===== src/rtl/wb_commit_pkg.sv =====
// Shared types and constants for the writeback/commit unit.
package wb_commit_pkg;
    localparam int XLEN = 32;

    typedef logic [XLEN-1:0] data_t;
    typedef logic [4:0]      r_t;

    localparam data_t NULL = '0;
    localparam r_t    ZERO = '0;

    typedef struct packed {
        r_t    rd;
        data_t data;
    } wb_entry_t;
endpackage


===== src/rtl/wb_fifo.sv =====
// Synchronous FIFO of writeback entries; pointers carry one extra wrap bit.
module wb_fifo
    import wb_commit_pkg::*;
#(
    parameter int DEPTH = 4
) (
    input  logic      clk,
    input  logic      rst_n,
    input  logic      push,
    input  wb_entry_t din,
    input  logic      pop,
    output wb_entry_t dout,
    output logic      full,
    output logic      empty
);
    localparam int AW = $clog2(DEPTH);

    logic [AW:0] wr_ptr_q, wr_ptr_d;
    logic [AW:0] rd_ptr_q, rd_ptr_d;
    wb_entry_t   mem_q [DEPTH];

    always_comb begin
        wr_ptr_d = wr_ptr_q;
        rd_ptr_d = rd_ptr_q;
        if (push) wr_ptr_d = wr_ptr_q + (AW+1)'(1);
        if (pop)  rd_ptr_d = rd_ptr_q + (AW+1)'(1);
    end

    always_ff @(posedge clk) begin
        if (!rst_n) begin
            wr_ptr_q <= '0;
            rd_ptr_q <= '0;
        end else begin
            wr_ptr_q <= wr_ptr_d;
            rd_ptr_q <= rd_ptr_d;
        end
    end

    // Storage needs no reset; the pointers define what is valid.
    always_ff @(posedge clk) begin
        if (push) mem_q[wr_ptr_q[AW-1:0]] <= din;
    end

    assign dout  = mem_q[rd_ptr_q[AW-1:0]];
    assign empty = (wr_ptr_q == rd_ptr_q);
    assign full  = (wr_ptr_q[AW] != rd_ptr_q[AW]) &&
                   (wr_ptr_q[AW-1:0] == rd_ptr_q[AW-1:0]);
endmodule


===== src/rtl/wb_commit.sv =====
// Writeback/commit: ALU-first arbitration into one registered RF write port,
// plus a pending-write scoreboard for decode hazard stalls.
module wb_commit
    import wb_commit_pkg::*;
#(
    parameter int DEPTH = 4
) (
    input  logic  clk,
    input  logic  rst_n,
    input  logic  alu_valid,
    input  r_t    alu_rd,
    input  data_t alu_data,
    input  logic  lsu_valid,
    output logic  lsu_ready,
    input  r_t    lsu_rd,
    input  data_t lsu_data,
    input  logic  issue_valid,
    input  r_t    issue_rd,
    input  r_t    rs1_addr,
    input  r_t    rs2_addr,
    output logic  rs1_busy,
    output logic  rs2_busy,
    output logic  rd_wren,
    output r_t    rd_addr,
    output data_t rd_data,
    output logic  idle
);
    wb_entry_t   fifo_head;
    logic        fifo_full, fifo_empty, fifo_push, fifo_pop;
    logic        commit_v;
    r_t          commit_rd;
    data_t       commit_data;
    logic        rd_wren_q, rd_wren_d;
    r_t          rd_addr_q, rd_addr_d;
    data_t       rd_data_q, rd_data_d;
    logic [31:0] pending_q, pending_d;

    assign lsu_ready = !fifo_full;
    assign fifo_push = lsu_valid && !fifo_full;

    wb_fifo #(.DEPTH(DEPTH)) u_fifo (
        .clk   (clk),
        .rst_n (rst_n),
        .push  (fifo_push),
        .din   ('{rd: lsu_rd, data: lsu_data}),
        .pop   (fifo_pop),
        .dout  (fifo_head),
        .full  (fifo_full),
        .empty (fifo_empty)
    );

    always_comb begin
        commit_v    = alu_valid || !fifo_empty;
        fifo_pop    = !alu_valid && !fifo_empty;
        commit_rd   = alu_valid ? alu_rd   : fifo_head.rd;
        commit_data = alu_valid ? alu_data : fifo_head.data;

        rd_wren_d = 1'b0;
        rd_addr_d = ZERO;
        rd_data_d = NULL;
        if (commit_v && commit_rd != ZERO) begin
            rd_wren_d = 1'b1;
            rd_addr_d = commit_rd;
            rd_data_d = commit_data;
        end

        // Set after clear so a newly issued writer keeps ownership.
        pending_d = pending_q;
        if (commit_v)    pending_d[commit_rd] = 1'b0;
        if (issue_valid) pending_d[issue_rd]  = 1'b1;
        pending_d[0] = 1'b0;
    end

    function automatic logic busy_of(input r_t rs);
        return (rs != ZERO) && pending_q[rs] &&
               !(commit_v && commit_rd == rs && !(issue_valid && issue_rd == rs));
    endfunction

    assign rs1_busy = busy_of(rs1_addr);
    assign rs2_busy = busy_of(rs2_addr);

    always_ff @(posedge clk) begin
        if (!rst_n) begin
            rd_wren_q <= 1'b0;
            rd_addr_q <= ZERO;
            rd_data_q <= NULL;
            pending_q <= '0;
        end else begin
            rd_wren_q <= rd_wren_d;
            rd_addr_q <= rd_addr_d;
            rd_data_q <= rd_data_d;
            pending_q <= pending_d;
        end
    end

    assign rd_wren = rd_wren_q;
    assign rd_addr = rd_addr_q;
    assign rd_data = rd_data_q;
    assign idle    = fifo_empty && (pending_q == '0);
endmodule


===== config.mk =====
export PLATFORM = sky130hd
export DESIGN_NAME = wb_commit
export DESIGN_NICKNAME = d
export VERILOG_FILES = /design/src/rtl/wb_commit_pkg.sv /design/src/rtl/wb_fifo.sv /design/src/rtl/wb_commit.sv
export SDC_FILE = /design/constraint.sdc
export NUM_CORES = 1
export LEC_CHECK = 0
export BUFFER_PORTS_ARGS = -buffer_cell sky130_fd_sc_hd__buf_2
export CORE_MARGIN = 2
export CORE_UTILIZATION = 45
export DETAILED_ROUTE_END_ITERATION = 16
export PLACE_DENSITY = 0.63
export SETUP_SLACK_MARGIN = 0.4
export SYNTH_ARGS = -nofsm -noshare
export SYNTH_HDL_FRONTEND = slang
export SYNTH_SLANG_ARGS = --single-unit

===== constraint.sdc =====
create_clock -name clk -period 8 [get_ports clk]
set_clock_uncertainty 0.1 [all_clocks]
set_input_delay 1.6 -clock clk [delete_from_list [all_inputs] [get_ports clk]]
set_output_delay 1.6 -clock clk [all_outputs]
set_load 0.1 [all_outputs]

# After elaboration in Yosys (flattened, before gate mapping)
# Memories as Yosys holds them, arrays and structs flattened. A register that Yosys moved wholly into a read port is not among the register bits.
# Cells that the tools add are included.
[totals]
register_bits = 76
latch_bits = 0
mem_bits_rw = 148
mem_bits_ro = 0
inputBits = 94
out_inout_bits = 42
elab_cells = 73
n_memories = 1
[memory_table]
columns = ["memory", "words", "word_bits", "rd", "rd_clocked_by_memory_dff", "write_ports", "line", "rtl"]
rows = [
  ["u_fifo.mem_q", 4, 37, 1, 1, 1, "wb_fifo.sv:20", "wb_entry_t mem_q [DEPTH];"],
]
[op_classes]
n_addsub = 2
mul = 0
n_div = 0
order_cmp = 6
n_eq_ne = 7
shifts = 0
muxes = 17
bitwise_logic = 3
n_reduce_logical = 30
[op_table]
columns = ["operator", "n"]
rows = [
  ["32-bit two-way mux", 3],
  ["32-bit AND", 1],
  ["32-bit zero test", 1],
  ["32-bit inverter", 1],
  ["32-bit bitwise OR", 1],
  ["5-bit by 6-bit < comparator with 1-bit output (second input constant)", 4],
  ["5-bit equality test", 4],
  ["1-bit logical AND", 17],
  ["5-bit nonzero test", 3],
  ["1-bit binary-select mux with 5-bit select", 2],
  ["1-bit demux with 5-bit select", 2],
  ["5-bit by 1-bit greater-or-equal comparator with 1-bit output (second input constant)", 2],
  ["1-bit zero test", 7],
  ["1-bit two-way mux", 7],
  ["3-bit by 1-bit adder with 3-bit output (second input constant)", 2],
  ["5-bit two-way mux", 1],
  ["2-bit two-way mux", 2],
  ["3-bit equality test", 1],
  ["2-bit equality test", 1],
  ["2-bit AND reduction", 1],
  ["1-bit logical OR", 1],
  ["1-bit inequality test", 1],
]

# Longest topological paths before layout
# Gate-level depths: netlist of run 1.
[logic_depth]
depth_word = 10
ltp_mapped = 8

# By module
# A second synthesis of run 1 with hierarchy kept.
[unflattened]
cells_unflattened = 635
hier_area_um2 = 9519.1
[modules_own_cells]
columns = ["module", "instances", "cells_per_inst", "area_each_um2", "seq_area_each_um2"]
rows = [
  ["wb_fifo", 1, 234, 5798.1, 4604.4],
  ["wb_commit", 1, 401, 3721.1, 1381.3],
]

# Worst setup path before layout of run 1
# Ideal clock, no wire load.
[synth_timing]
path_type = "in2out"
startpoint = "input port rs2_addr[2]"
endpoint = "output port rs2_busy"
t_arrival_ps = 4124
path_slack_ps = 2176
path_stages = 7
n_path_buf = 1
path_cell_list = "clkbuf_1 mux2_2 nand2_1 o21ai_0 mux4_2 mux2i_1 a41oi_1"
[synth_via]
elab_chain_cells = 6
[synth_lines]
columns = ["item", "line", "rtl"]
rows = [
  ["start, declared", "wb_commit.sv:20", "input r_t rs2_addr,"],
  ["branches (longest 5 deep; another with 1-bit binary-select mux with 5-bit select)", "n/a", ""],
  ["1-bit logical AND *", "wb_commit.sv:75", "return (rs != ZERO) && pending_q[rs] &&"],
  ["end, declared", "wb_commit.sv:22", "output logic rs2_busy,"],
]
# Mark *: on every way between the ends. The select of a mux whose other input is x is not followed.

# Worst setup path after layout of run 1
[layout_timing]
startpoint = "input port alu_valid"
endpoint = "output port rs1_busy"
[layout_via]
elab_chain_cells = 6
[layout_lines]
columns = ["item", "line", "rtl"]
rows = [
  ["start, declared", "wb_commit.sv:10", "input logic alu_valid,"],
  ["5-bit two-way mux", "wb_commit.sv:55", "commit_rd = alu_valid ? alu_rd : fifo_head.rd;"],
  ["5-bit equality test", "wb_commit.sv:76", "!(commit_v && commit_rd == rs && !(issue_valid && issue_rd == rs));"],
  ["1-bit logical AND * (2 in a row)", "wb_commit.sv:76", ""],
  ["1-bit zero test *", "wb_commit.sv:76", ""],
  ["1-bit logical AND *", "wb_commit.sv:75", ""],
  ["end, declared", "wb_commit.sv:21", "output logic rs1_busy,"],
]
# Mark *: on every way between the ends. The rest lies on a longest branch, timed or not.

==> results of run 1 <==
## area by class of cell
type | count | share of cell area
repair buffers | 138 | 0.06350
inverters | 12 | 0.004325
well taps | 270 | 0.03073
diodes | 1 | 0.0002276
flip-flops and latches | 225 | 0.5447
multi-input cells | 366 | 0.2919
clock buffers | 36 | 0.05861
clock inverters | 6 | 0.006032
## Yosys cell counts (all sizes together), types with 2 or more instances
cell type | n | share of area
a21boi | 3 | 0.0028
a21oi | 33 | 0.025
a32o | 5 | 0.0053
and2 | 5 | 0.0033
and3 | 6 | 0.0040
buf | 15 | 0.011
clkbuf | 25 | 0.0099
dfxtp | 77 | 0.16
edfxtp | 148 | 0.47
ha | 5 | 0.0066
inv | 12 | 0.0050
mux2 | 2 | 0.0024
mux2i | 13 | 0.015
mux4 | 52 | 0.12
nand2 | 77 | 0.031
nand2b | 5 | 0.0033
nand3 | 18 | 0.0095
nand3b | 4 | 0.0032
nand4 | 4 | 0.0027
nor2 | 10 | 0.0042
nor2b | 6 | 0.0040
nor3 | 3 | 0.0016
nor3b | 2 | 0.0016
nor4 | 10 | 0.0073
o211ai | 28 | 0.022
o21ai | 30 | 0.016
o221ai | 3 | 0.0046
xnor2 | 13 | 0.012
xor2 | 13 | 0.012
## placed cells by master, fill, tap and decap left out, types with 3 or more instances in the layout
cell type    n
clkinv_1     3
inv_1        9
and2_1       5
nand3b_1     4
mux4_2      52
nand4_1      4
clkbuf_1    11
nand3_1     18
xor2_1      13
nor3_1       3
mux2i_1     12
nor2b_1      6
nor2_1       9
nand2b_1     5
a21oi_2     18
nand2_1     77
ha_1         5
xnor2_1     13
buf_2      135
and3_2       4
a32o_1       5
nor4_1       9
clkbuf_16   23
edfxtp_1   148
a21oi_1     15
o21ai_0     30
buf_4        3
dfxtp_1     75
o211ai_1    28
## through the flow
| step | instances | setup WS (ns) |
|---|---|---|
| detailed placement | 1011 | 1.737 |
| global route | 1053 | 1.535 |
| floorplan | 643 | 2.176 |
| CTS | 1053 | 1.713 |
| global placement | 1011 | 1.811 |
| finish | 1054 | 1.756 |
## how the worst max path moves through the flow
stage	startpoint	end	slack, ns
final	alu_valid	rs1_busy	1.76
after detailed placement	alu_valid	rs1_busy	1.74
after floorplan	rs2_addr[2]	rs2_busy	2.18
after CTS	alu_valid	rs1_busy	1.71
after global routing	alu_valid	rs1_busy	1.53
after global placement	alu_valid	rs1_busy	1.81
## state kept, by name, summed over array words and instances (netlist names), named ones only
signal,count
rd_data,32
rd_addr,5
u_fifo.mem_q,148
rd_wren,1
u_fifo.rd_ptr_q,3
u_fifo.wr_ptr_q,3
pending_q,31
## critical path, stage by stage
cell and delay (ns):
buf_2 0.68, inv_2 0.65, and4_1 0.40, a31o_2 0.22, nor4_2 0.28, nand3_1 0.11
a32o_1 0.27, buf_2 0.29
## cells by family after synthesis
logic type	Yosys count
XOR/XNOR	26
buffers and inverters	52
adder cells (fa/ha/maj)	5
AO/OA/AOI/OAI	112
flip-flops	225
multiplexers	67
AND/OR/NAND/NOR	156
## power by group
group	internal, mW	total (mW)	switching (mW)
combinational	0.195	0.662	0.468
sequential	1.32	1.36	0.0418
clock	0.588	1.02	0.427
total	2.10	3.04	0.936
## metal layers
metal	vias to the layer above	GRT usage	wire [um]	part of all wire
met3	43	0.04740	1803	0.081
met4	6	0.06095	509	0.023
met5	-	0	41	0.0018
li1	2718	-	-	-
met2	252	0.3285	10330	0.46
met1	2984	0.2777	9548	0.43
==> out/results.txt, run 1 <==
PD cells: 276.1 nW/um^2
Finish-stage setup viols: 0
count of cell types in the netlist: 56
routed wire length: 22,230 um
Max Cap Viol: 0
Final #Nets: 865
CP endpoint kind: output port
Leak: 3.957 nW
Final Cell Area: 10,990 um^2
Max Fclk: 160.1 MHz
num ports: 136
WHS: 0.4585 ns
Min-Delay Path Class: register to register
total power: 3.035 mW
Async S/R FF share, synth: 0
Initial Util: 0.4619
RSZ-0062 raised after global routing: false
Synth Area in Simple Gates: 0.08048
post-CTS setup buffers: 0
WL/cell: 21.09 um
first-pass GRT wire length: 34,180 um
post-synthesis mux area share: 0.1416
drt first pass iters: 4
CP Launch Type: input pin
worst reg2reg endpoint: rd_data[1]
Least-Margin Pin Slew: 1.078 ns
VDD IR max: 0.2041 mV
crit-path max FO: 44
total number of vias: 6,003
initial antenna violation count: 4
Multi-input gate area: 3209 um^2
Top FF cell, synth: edfxtp_1
Synth Cell Area: 9437 um^2
Worst R2R Setup Slack: 4.46 ns
relative slew slack: 0.2813
clock latency on the worst-skew pair: 0.52 ns
Slew Limit Fails: 0
post-route antenna net violation count: 0
clk sink count: 225
Post-DP Area: 10,280 um^2
area grow syn2layout: 16.51%
GRT Total Usage: 0.2035
Worst Min Path Start: pending_q[25]
compound-gate portion of the synthesized area: 0.08671
Seq/Total Area, Yosys: 0.6343
setup_tns: 0 ns
vias per cell: 5.695
H-tree Lvls: 1
Post-Syn Nets: 742
Die Y: 148.8 um
# hold bufs at CTS: 0
Final Hold Vio Count: 0
required time at the worst-slack endpoint: 6.30 ns
Post-synth EDFFs: 148
Root Buffer: clkbuf_16
post-layout utilization of the core: 0.5382
Tmin final: 6.244 ns
CTS tree: done
pin count of the biggest net entering global routing: 50
gr ovfl total: 0
vias in the first global route: 6,065
routability cong.: 0.9069
yosys warns: 0
CTS resizes: 0
cts bufs inserted: 23
DRC Markers: 0
FP Rows: 52
xor and xnor fraction of the mapped netlist area: 0.02413
Clock Path Buffers: 3
HPWL Detailed: 14,380 um
clk slew on worst S/H paths: 0.06 ns
Tcrit/Tclk final: 0.7805
Storage cell area: 5988 um^2
die width: 148.8 um
worst reg2reg path depth: 7
crit path DAT: 4.54 ns
synthesized-area fraction occupied by adder cells: 0.006630
status: finished clean
Hold Path Stages: 2
WS Path Type: input pin to output port
drt initial violations: 382
layout cells sized above 1: 0.3257
cells after synthesis: 643
combinational family with the most area after synthesis: multiplexers
Synth Area per Inst: 14.68 um^2
IO Port Bufs: 135
Seq cells post-synth: 225
core box area: 20,430 um^2
fill count: 1,732
hold endpoint: pending_q[25]
Die ar.: 22,140 um^2
Power figures use the tool's default switching activity.
==> run 2: changes to the inputs <==
==> constraint.sdc (replaced) <==
create_clock -name clk -period 6.3 [get_ports clk]
set_clock_uncertainty 0.1 [all_clocks]
set_input_delay 1.26 -clock clk [delete_from_list [all_inputs] [get_ports clk]]
set_output_delay 1.26 -clock clk [all_outputs]
set_load 0.1 [all_outputs]
==> run 2 against run 1 <==
  * Setup slack got worse by 0.28 ns
  * Worst hold slack better by 0.0089 ns
  * First-iteration DRC count grew 29%
  * Register-to-register slack lost 1.8 ns
  * Via count increased by 0.88%
  * Critical path type is now register to output port
  * Largest power group unchanged
  * Highest routed layer unchanged
==> out/results.txt, run 2 (synthesized netlist as in run 1, its figures left out) <==
Multi-input gate area: 3209 um^2 (unchanged)
Finish-stage setup viols: 0 (unchanged)
clock network fraction of total power: 0.355 (+0.021)
CTS resizes: 0 (unchanged)
Slew Limit Fails: 0 (unchanged)
vias per cell: 5.735 (+0.69%)
FP Rows: 52 (unchanged)
VDD IR max: 0.2057 mV (+0.79%)
status: finished clean
commonest non-fill, non-tap cells in the layout: 148 x edfxtp_1, 135 x buf_2, 77 x nand2_1, 75 x dfxtp_1, 52 x mux4_2
CTS tree: done
Max Fclk: 207.4 MHz
Cells after DPL: 1,012 (+0.099%)
gr ovfl total: 0 (unchanged)
routed wire length: 22,690 um (+2.1%)
fill count: 1,729 (-0.17%)
area grow syn2layout: 17.46%
Max Cap Viol: 0 (unchanged)
CP endpoint kind: output port
final cell count without fillers: 1,056 (+0.19%)
total number of vias: 6,056 (+0.88%)
relative slew slack: 0.2520 (-0.02926)
vias in the first global route: 6,196 (+2.2%)
CP Launch Type: register
biggest cell delay along the critical path: 1.07 ns (+0.39 ns)
H-tree Lvls: 1 (unchanged)
clk slew on worst S/H paths: 0.06 ns (about the same)
PD cells: 359.5 nW/um^2 (+30%)
pin count of the biggest net entering global routing: 50 (unchanged)
IO Port Bufs: 135 (unchanged)
worst reg2reg path depth: 7 (unchanged)
first-pass GRT wire length: 34,870 um (+2.0%)
layout cells sized above 1: 0.3312 (+0.005540)
Final #Nets: 867 (+0.23%)
hold endpoint: u_fifo.wr_ptr_q[2]
total power: 3.984 mW (+31%)
Min-Delay Path Class: register to register
drt initial violations: 493 (+29%)
Root Buffer: clkbuf_16
Worst Min Path Start: u_fifo.wr_ptr_q[2]
worst reg2reg endpoint: rd_data[1]
RSZ-0062 raised after global routing: false
WL/cell: 21.49 um (+1.9%)
Final Hold Vio Count: 0 (unchanged)
Die Y: 148.8 um (unchanged)
post-route antenna net violation count: 0 (unchanged)
share of power burned in registers: 0.436 (-0.011)
HPWL Detailed: 14,910 um (+3.7%)
Hold Path Stages: 2 (unchanged)
number of flip-flops in the largest register: 148 (unchanged)
most common cell after layout, fill and taps aside: edfxtp_1
Storage cell area: 5988 um^2 (unchanged)
Die ar.: 22,140 um^2 (unchanged)
Worst R2R Setup Slack: 2.71 ns (-1.75 ns)
crit-path max FO: 41 (-6.8%)
Tcrit/Tclk final: 0.7653
core box area: 20,430 um^2 (unchanged)
Buf/Inv on CP: 1 (-2)
required time at the worst-slack endpoint: 4.94 ns (-1.36 ns)
critical-path cell list: mux2i_1 > o221ai_4 > a21boi_0 > nor4_2 > nand3_1 > a32o_1 > buf_2
GRT Total Usage: 0.2059 (+0.002338)
Sw Share: 0.3011 (-0.007388)
DRC Markers: 0 (unchanged)
initial antenna violation count: 3 (-1)
Tmin final: 4.821 ns
Initial Util: 0.4619 (unchanged)
drt first pass iters: 5 (+1)
num ports: 136 (unchanged)
clock latency on the worst-skew pair: 0.52 ns (about the same)
WS Path Type: register to output port
Leak: 4.003 nW (+1.2%)
cts bufs inserted: 24 (+4.3%)
# hold bufs at CTS: 0 (unchanged)
CP max-delay cell: dfxtp_2
Top delay family on crit path: flip-flops
crit path DAT: 3.46 ns (-1.08 ns)
Switch Pwr: 1.200 mW (+28%)
Final Cell Area: 11,080 um^2 (+0.82%)
combinational power share: 0.209 (-0.009)
post-CTS setup buffers: 0 (unchanged)
routability cong.: 0.9310 (+2.7%)
die width: 148.8 um (unchanged)
Least-Margin Pin Slew: 1.122 ns (+0.04389 ns)
clk sink count: 225 (unchanged)
internal power: 2.785 mW (+33%)
Post-DP Area: 10,290 um^2 (about the same)
setup_tns: 0 ns (unchanged)
Clock Path Buffers: 3 (unchanged)
run 2: cell type report:
| class | instances | area share |
|---|---|---|
| flip-flops and latches | 225 | 0.5402 |
| multi-input cells | 366 | 0.2895 |
| repair buffers | 139 | 0.06366 |
| clock buffers | 31 | 0.05655 |
| well taps | 270 | 0.03048 |
| clock inverters | 12 | 0.01501 |
| inverters | 12 | 0.004289 |
| diodes | 1 | 0.0002258 |
run 2: worst max-delay path by stage:
stage | cells after the start | end | startpoint | slack, ns
2_1_floorplan | 7 | rs2_busy | rs2_addr[2] | 1.16
3_3_place_gp | 9 | rs1_busy | alu_valid | 1.59
3_5_place_dp | 9 | rs1_busy | alu_valid | 1.54
4_1_cts | 7 | rs1_busy | register | 1.41
5_1_grt | 7 | rs1_busy | register | 1.20
6_report | 7 | rs1_busy | register | 1.48
run 2: tightest hold or removal path, stage by stage, from the launching register on:
cell,delay [ns]
dfxtp_1,0.35
xnor2_1,0.13
nor2b_1,0.04
run 2: layer usage:
layer  wire length (um)  GRT usage  part of all wire  vias to the layer above
li1                   -          -                 -                     2728
met1               9484     0.2774              0.42                     3040
met2              10780     0.3345              0.47                      244
met3               1914    0.05443             0.084                       40
met4                490    0.05524             0.022                        4
met5                 26          0            0.0011                        -
run 2: power groups by stage:
stage,sequential (mW),clock [mW],combinational (mW)
3_3_place_gp,1.77,0,0.828
4_1_cts,1.74,1.44,0.837
5_1_grt,1.75,1.50,0.882
3_5_place_dp,1.77,0,0.833
2_1_floorplan,1.99,0,0.434
6_report,1.74,1.41,0.833
run 2: per-stage QoR:
step / hold slack (ns) / setup slack [ns] / utilization
2_1_floorplan: 0.4024 / 1.156 / -
3_5_place_dp: 0.4562 / 1.536 / 0.5036
5_1_grt: 0.4930 / 1.196 / 0.5424
6_report: 0.4674 / 1.479 / 0.5426
4_1_cts: 0.4698 / 1.412 / 0.5424
3_3_place_gp: 0.4426 / 1.594 / 0.5036
==> run 3: changes to the inputs <==
--- a/config.mk
+++ b/config.mk
@@ -5,6 +5,7 @@
 export SDC_FILE = /design/constraint.sdc
 export NUM_CORES = 1
 export LEC_CHECK = 0
+export ABC_AREA = 1
 export BUFFER_PORTS_ARGS = -buffer_cell sky130_fd_sc_hd__buf_2
 export CORE_MARGIN = 2
 export CORE_UTILIZATION = 45
==> constraint.sdc (replaced) <==
create_clock -name clk -period 5 [get_ports clk]
set_clock_uncertainty 0.1 [all_clocks]
set_input_delay 1 -clock clk [delete_from_list [all_inputs] [get_ports clk]]
set_output_delay 1 -clock clk [all_outputs]
set_load 0.1 [all_outputs]
==> run 3 against run 2 <==
  * Clock-buffer cell count down 2
  * Combinational power up 33%
  * Cell count up 38%
  * Synthesized cell count up 60%
  * Sequential cell count unchanged
  * Via count up 25%
  * Worst hold slack worse by 0.084 ns
  * Routed wire length up 7.0%
  * Cell area up 5.8%
  * Setup slack worse by 0.39 ns
  * Critical endpoint unchanged
==> out/results.txt, run 3 <==
Final #Nets: 1,258 (+45%)
crit path DAT: 2.81 ns (-0.65 ns)
critical-path cell list: inv_2 > nand2_1 > nand3_1 > nand3_2 > nand2_2 > inv_1 > nor2_1 > nor2_1 > nand3_1 > nand2_1 > inv_1 > buf_12
number of flip-flops in the largest register: 148 (unchanged)
leading cell type by number of instances after synthesis: nand2_1
Synth top cells by count: 233 x nand2_1, 148 x edfxtp_1, 113 x nor2_1
Storage cell area: 5987 um^2 (about the same)
num ports: 136 (unchanged)
cells after synthesis: 1,027 (+60%)
Final Hold Vio Count: 0 (unchanged)
first-pass GRT wire length: 38,450 um (+10%)
Tcrit/Tclk final: 0.7816
Slew Limit Fails: 0 (unchanged)
HPWL Detailed: 15,970 um (+7.2%)
Synth Area per Inst: 9.605 um^2 (-35%)
Clock Path Buffers: 3 (unchanged)
# hold bufs at CTS: 0 (unchanged)
status: finished clean
post-synth top area share: 0.4505 (-0.02043)
Buf/Inv on CP: 4 (+3)
routed wire length: 24,280 um (+7.0%)
Seq cells post-synth: 225 (unchanged)
IO Port Bufs: 135 (unchanged)
drt first pass iters: 5 (unchanged)
post-route antenna net violation count: 0 (unchanged)
drt initial violations: 468 (-5.1%)
GRT Total Usage: 0.2066 (+0.0007331)
GR Util met3: 0.04421 (-0.01022)
CTS resizes: 0 (unchanged)
Min-Delay Path Class: register to register
Tmin final: 3.908 ns
vias per cell: 5.171 (-9.8%)
WS Path Type: register to output port
yosys warns: 0 (unchanged)
met2 Resource Use GR: 0.3413 (+0.006779)
most used routing layer: met2
routability cong.: 0.9025 (-3.1%)
CTS tree: done
WL/cell: 16.66 um (-23%)
fill count: 1,972 (+14%)
H-tree Lvls: 1 (unchanged)
Multi-input gate area: 3402 um^2 (+6.0%)
Initial Util: 0.4548 (-0.007077)
Leak: 4.771 nW (+19%)
most common cell after layout, fill and taps aside: nand2_1
commonest non-fill, non-tap cells in the layout: 233 x nand2_1, 148 x edfxtp_1, 133 x buf_2, 109 x nor2_1, 86 x o21ai_0
CP Launch Type: register
Post-Syn Nets: 1,126 (+52%)
Final Cell Area: 11,730 um^2 (+5.8%)
Least-Margin Pin Slew: 1.207 ns (+0.08490 ns)
Die Y: 152.1 um (+2.2%)
layout cells sized above 1: 0.2037 (-0.1275)
RSZ-0062 raised after global routing: false
Post-DP Area: 10,840 um^2 (+5.4%)
largest area contributor in the netlist: edfxtp_1
FP Rows: 54 (+3.8%)
total number of vias: 7,540 (+25%)
count of cell types in the netlist: 35 (-38%)
Max Cap Viol: 0 (unchanged)
PD cells: 443.7 nW/um^2 (+23%)
core box area: 21,690 um^2 (+6.2%)
required time at the worst-slack endpoint: 3.90 ns (-1.04 ns)
Synth area leaders: edfxtp_1 45%, dfxtp_1 16%, nand2_1 8.9%
cts bufs inserted: 25 (+4.2%)
Finish-stage setup viols: 0 (unchanged)
Post-synth EDFFs: 148 (unchanged)
clk slew on worst S/H paths: 0.06 ns (about the same)
Synth Cell Area: 9864 um^2 (+4.5%)
initial antenna violation count: 3 (unchanged)
post-CTS setup buffers: 0 (unchanged)
worst slack, placed: 1.103 ns (-0.4329 ns)
Seq/Total Area, Yosys: 0.6068 (-0.02752)
vias in the first global route: 7,263 (+17%)
number of diodes: 0 (-1)
Top FF cell, synth: edfxtp_1
clock latency on the worst-skew pair: 0.53 ns (about the same)
VDD IR max: 0.2988 mV (+45%)
Async S/R FF share, synth: 0 (unchanged)
Root Buffer: clkbuf_16
DRC Markers: 0 (unchanged)
GR Util met1: 0.2759 (-0.001511)
setup_tns: 0 ns (unchanged)
relative slew slack: 0.1892 (-0.06279)
CP max-delay cell: dfxtp_2
CP endpoint kind: output port
die width: 152.1 um (+2.2%)
Top delay family on crit path: simple AND/OR/NAND/NOR gates
crit-path max FO: 36 (-12%)
clk sink count: 225 (unchanged)
biggest cell delay along the critical path: 0.77 ns (-0.30 ns)
Max Fclk: 255.9 MHz
pin count of the biggest net entering global routing: 57 (+14%)
Die ar.: 23,120 um^2 (+4.4%)
area grow syn2layout: 18.86%
gr ovfl total: 0 (unchanged)
PnR worst setup slack: 1.092 ns (-0.3869 ns)
-- run 3: changes by cell type after synthesis, moves of 20 or more --
cell,previous run,this run
nand2_1,77,233
nor2_1,9,113
inv_1,9,72
o21ai_0,30,86
mux4_2,52,0
a21oi_1,15,47
o22ai_1,0,32
nand3_1,18,43
nor2_2,1,22
mux2i_1,12,32
-- run 3: layout make-up --
type                    instances  share of cell area
flip-flops and latches        225              0.5106
well taps                     280             0.02988
clock buffers                  29             0.05634
repair buffers                148             0.06851
clock inverters                17             0.01921
multi-input cells             680              0.2902
inverters                      79             0.02529
-- run 3: path summary, 6_finish.rpt --
path / from / end / slack [ns] / cells after the start
worst max register to register: register / rd_addr[1] / 1.98 / 10
worst min-delay path: pending_q[3] / pending_q[3] / 0.38 / 2
worst max-delay path: register / rs1_busy / 1.09 / 12
worst min register to register: pending_q[3] / pending_q[3] / 0.38 / 2
-- run 3: layer usage --
metal | routed length (um) | vias to the layer above | share of wire
li1 | - | 3777 | -
met1 | 10820 | 3491 | 0.45
met2 | 11290 | 221 | 0.46
met3 | 1570 | 45 | 0.065
met4 | 571 | 6 | 0.024
met5 | 37 | - | 0.0015
-- run 3: logic make-up after synthesis --
| logic type | share of synthesized area |
|---|---|
| AO/OA/AOI/OAI | 0.09982 |
| XOR/XNOR | 0.0008880 |
| AND/OR/NAND/NOR | 0.2023 |
| flip-flops | 0.6068 |
| multiplexers | 0.03247 |
| adder cells (fa/ha/maj) | 0.006342 |
| buffers and inverters | 0.05137 |
-- run 3: tightest hold or removal path, stage by stage (launching register included) --
cell and delay [ns]:
dfxtp_1 0.32, nand2_1 0.06, a21oi_1 0.05
-- run 3: through the flow --
| step | power, mW | std cells | hold WS [ns] | utilization |
|---|---|---|---|---|
| 3_5_place_dp | 3.298 | 1412 | 0.3720 | 0.4998 |
| 2_1_floorplan | 3.022 | 1027 | 0.3517 | - |
| 5_1_grt | 5.406 | 1458 | 0.4123 | 0.5406 |
| 4_1_cts | 5.243 | 1458 | 0.3819 | 0.5406 |
| 6_report | 5.203 | 1458 | 0.3834 | 0.5406 |
| 3_3_place_gp | 3.289 | 1412 | 0.3664 | 0.4998 |
-- run 3: where the power goes --
group	internal, mW	switching, mW	leakage [nW]
clock network	1.21	0.741	0.433
registers	2.10	0.0437	1.99
logic	0.254	0.852	2.35
total	3.57	1.64	4.77
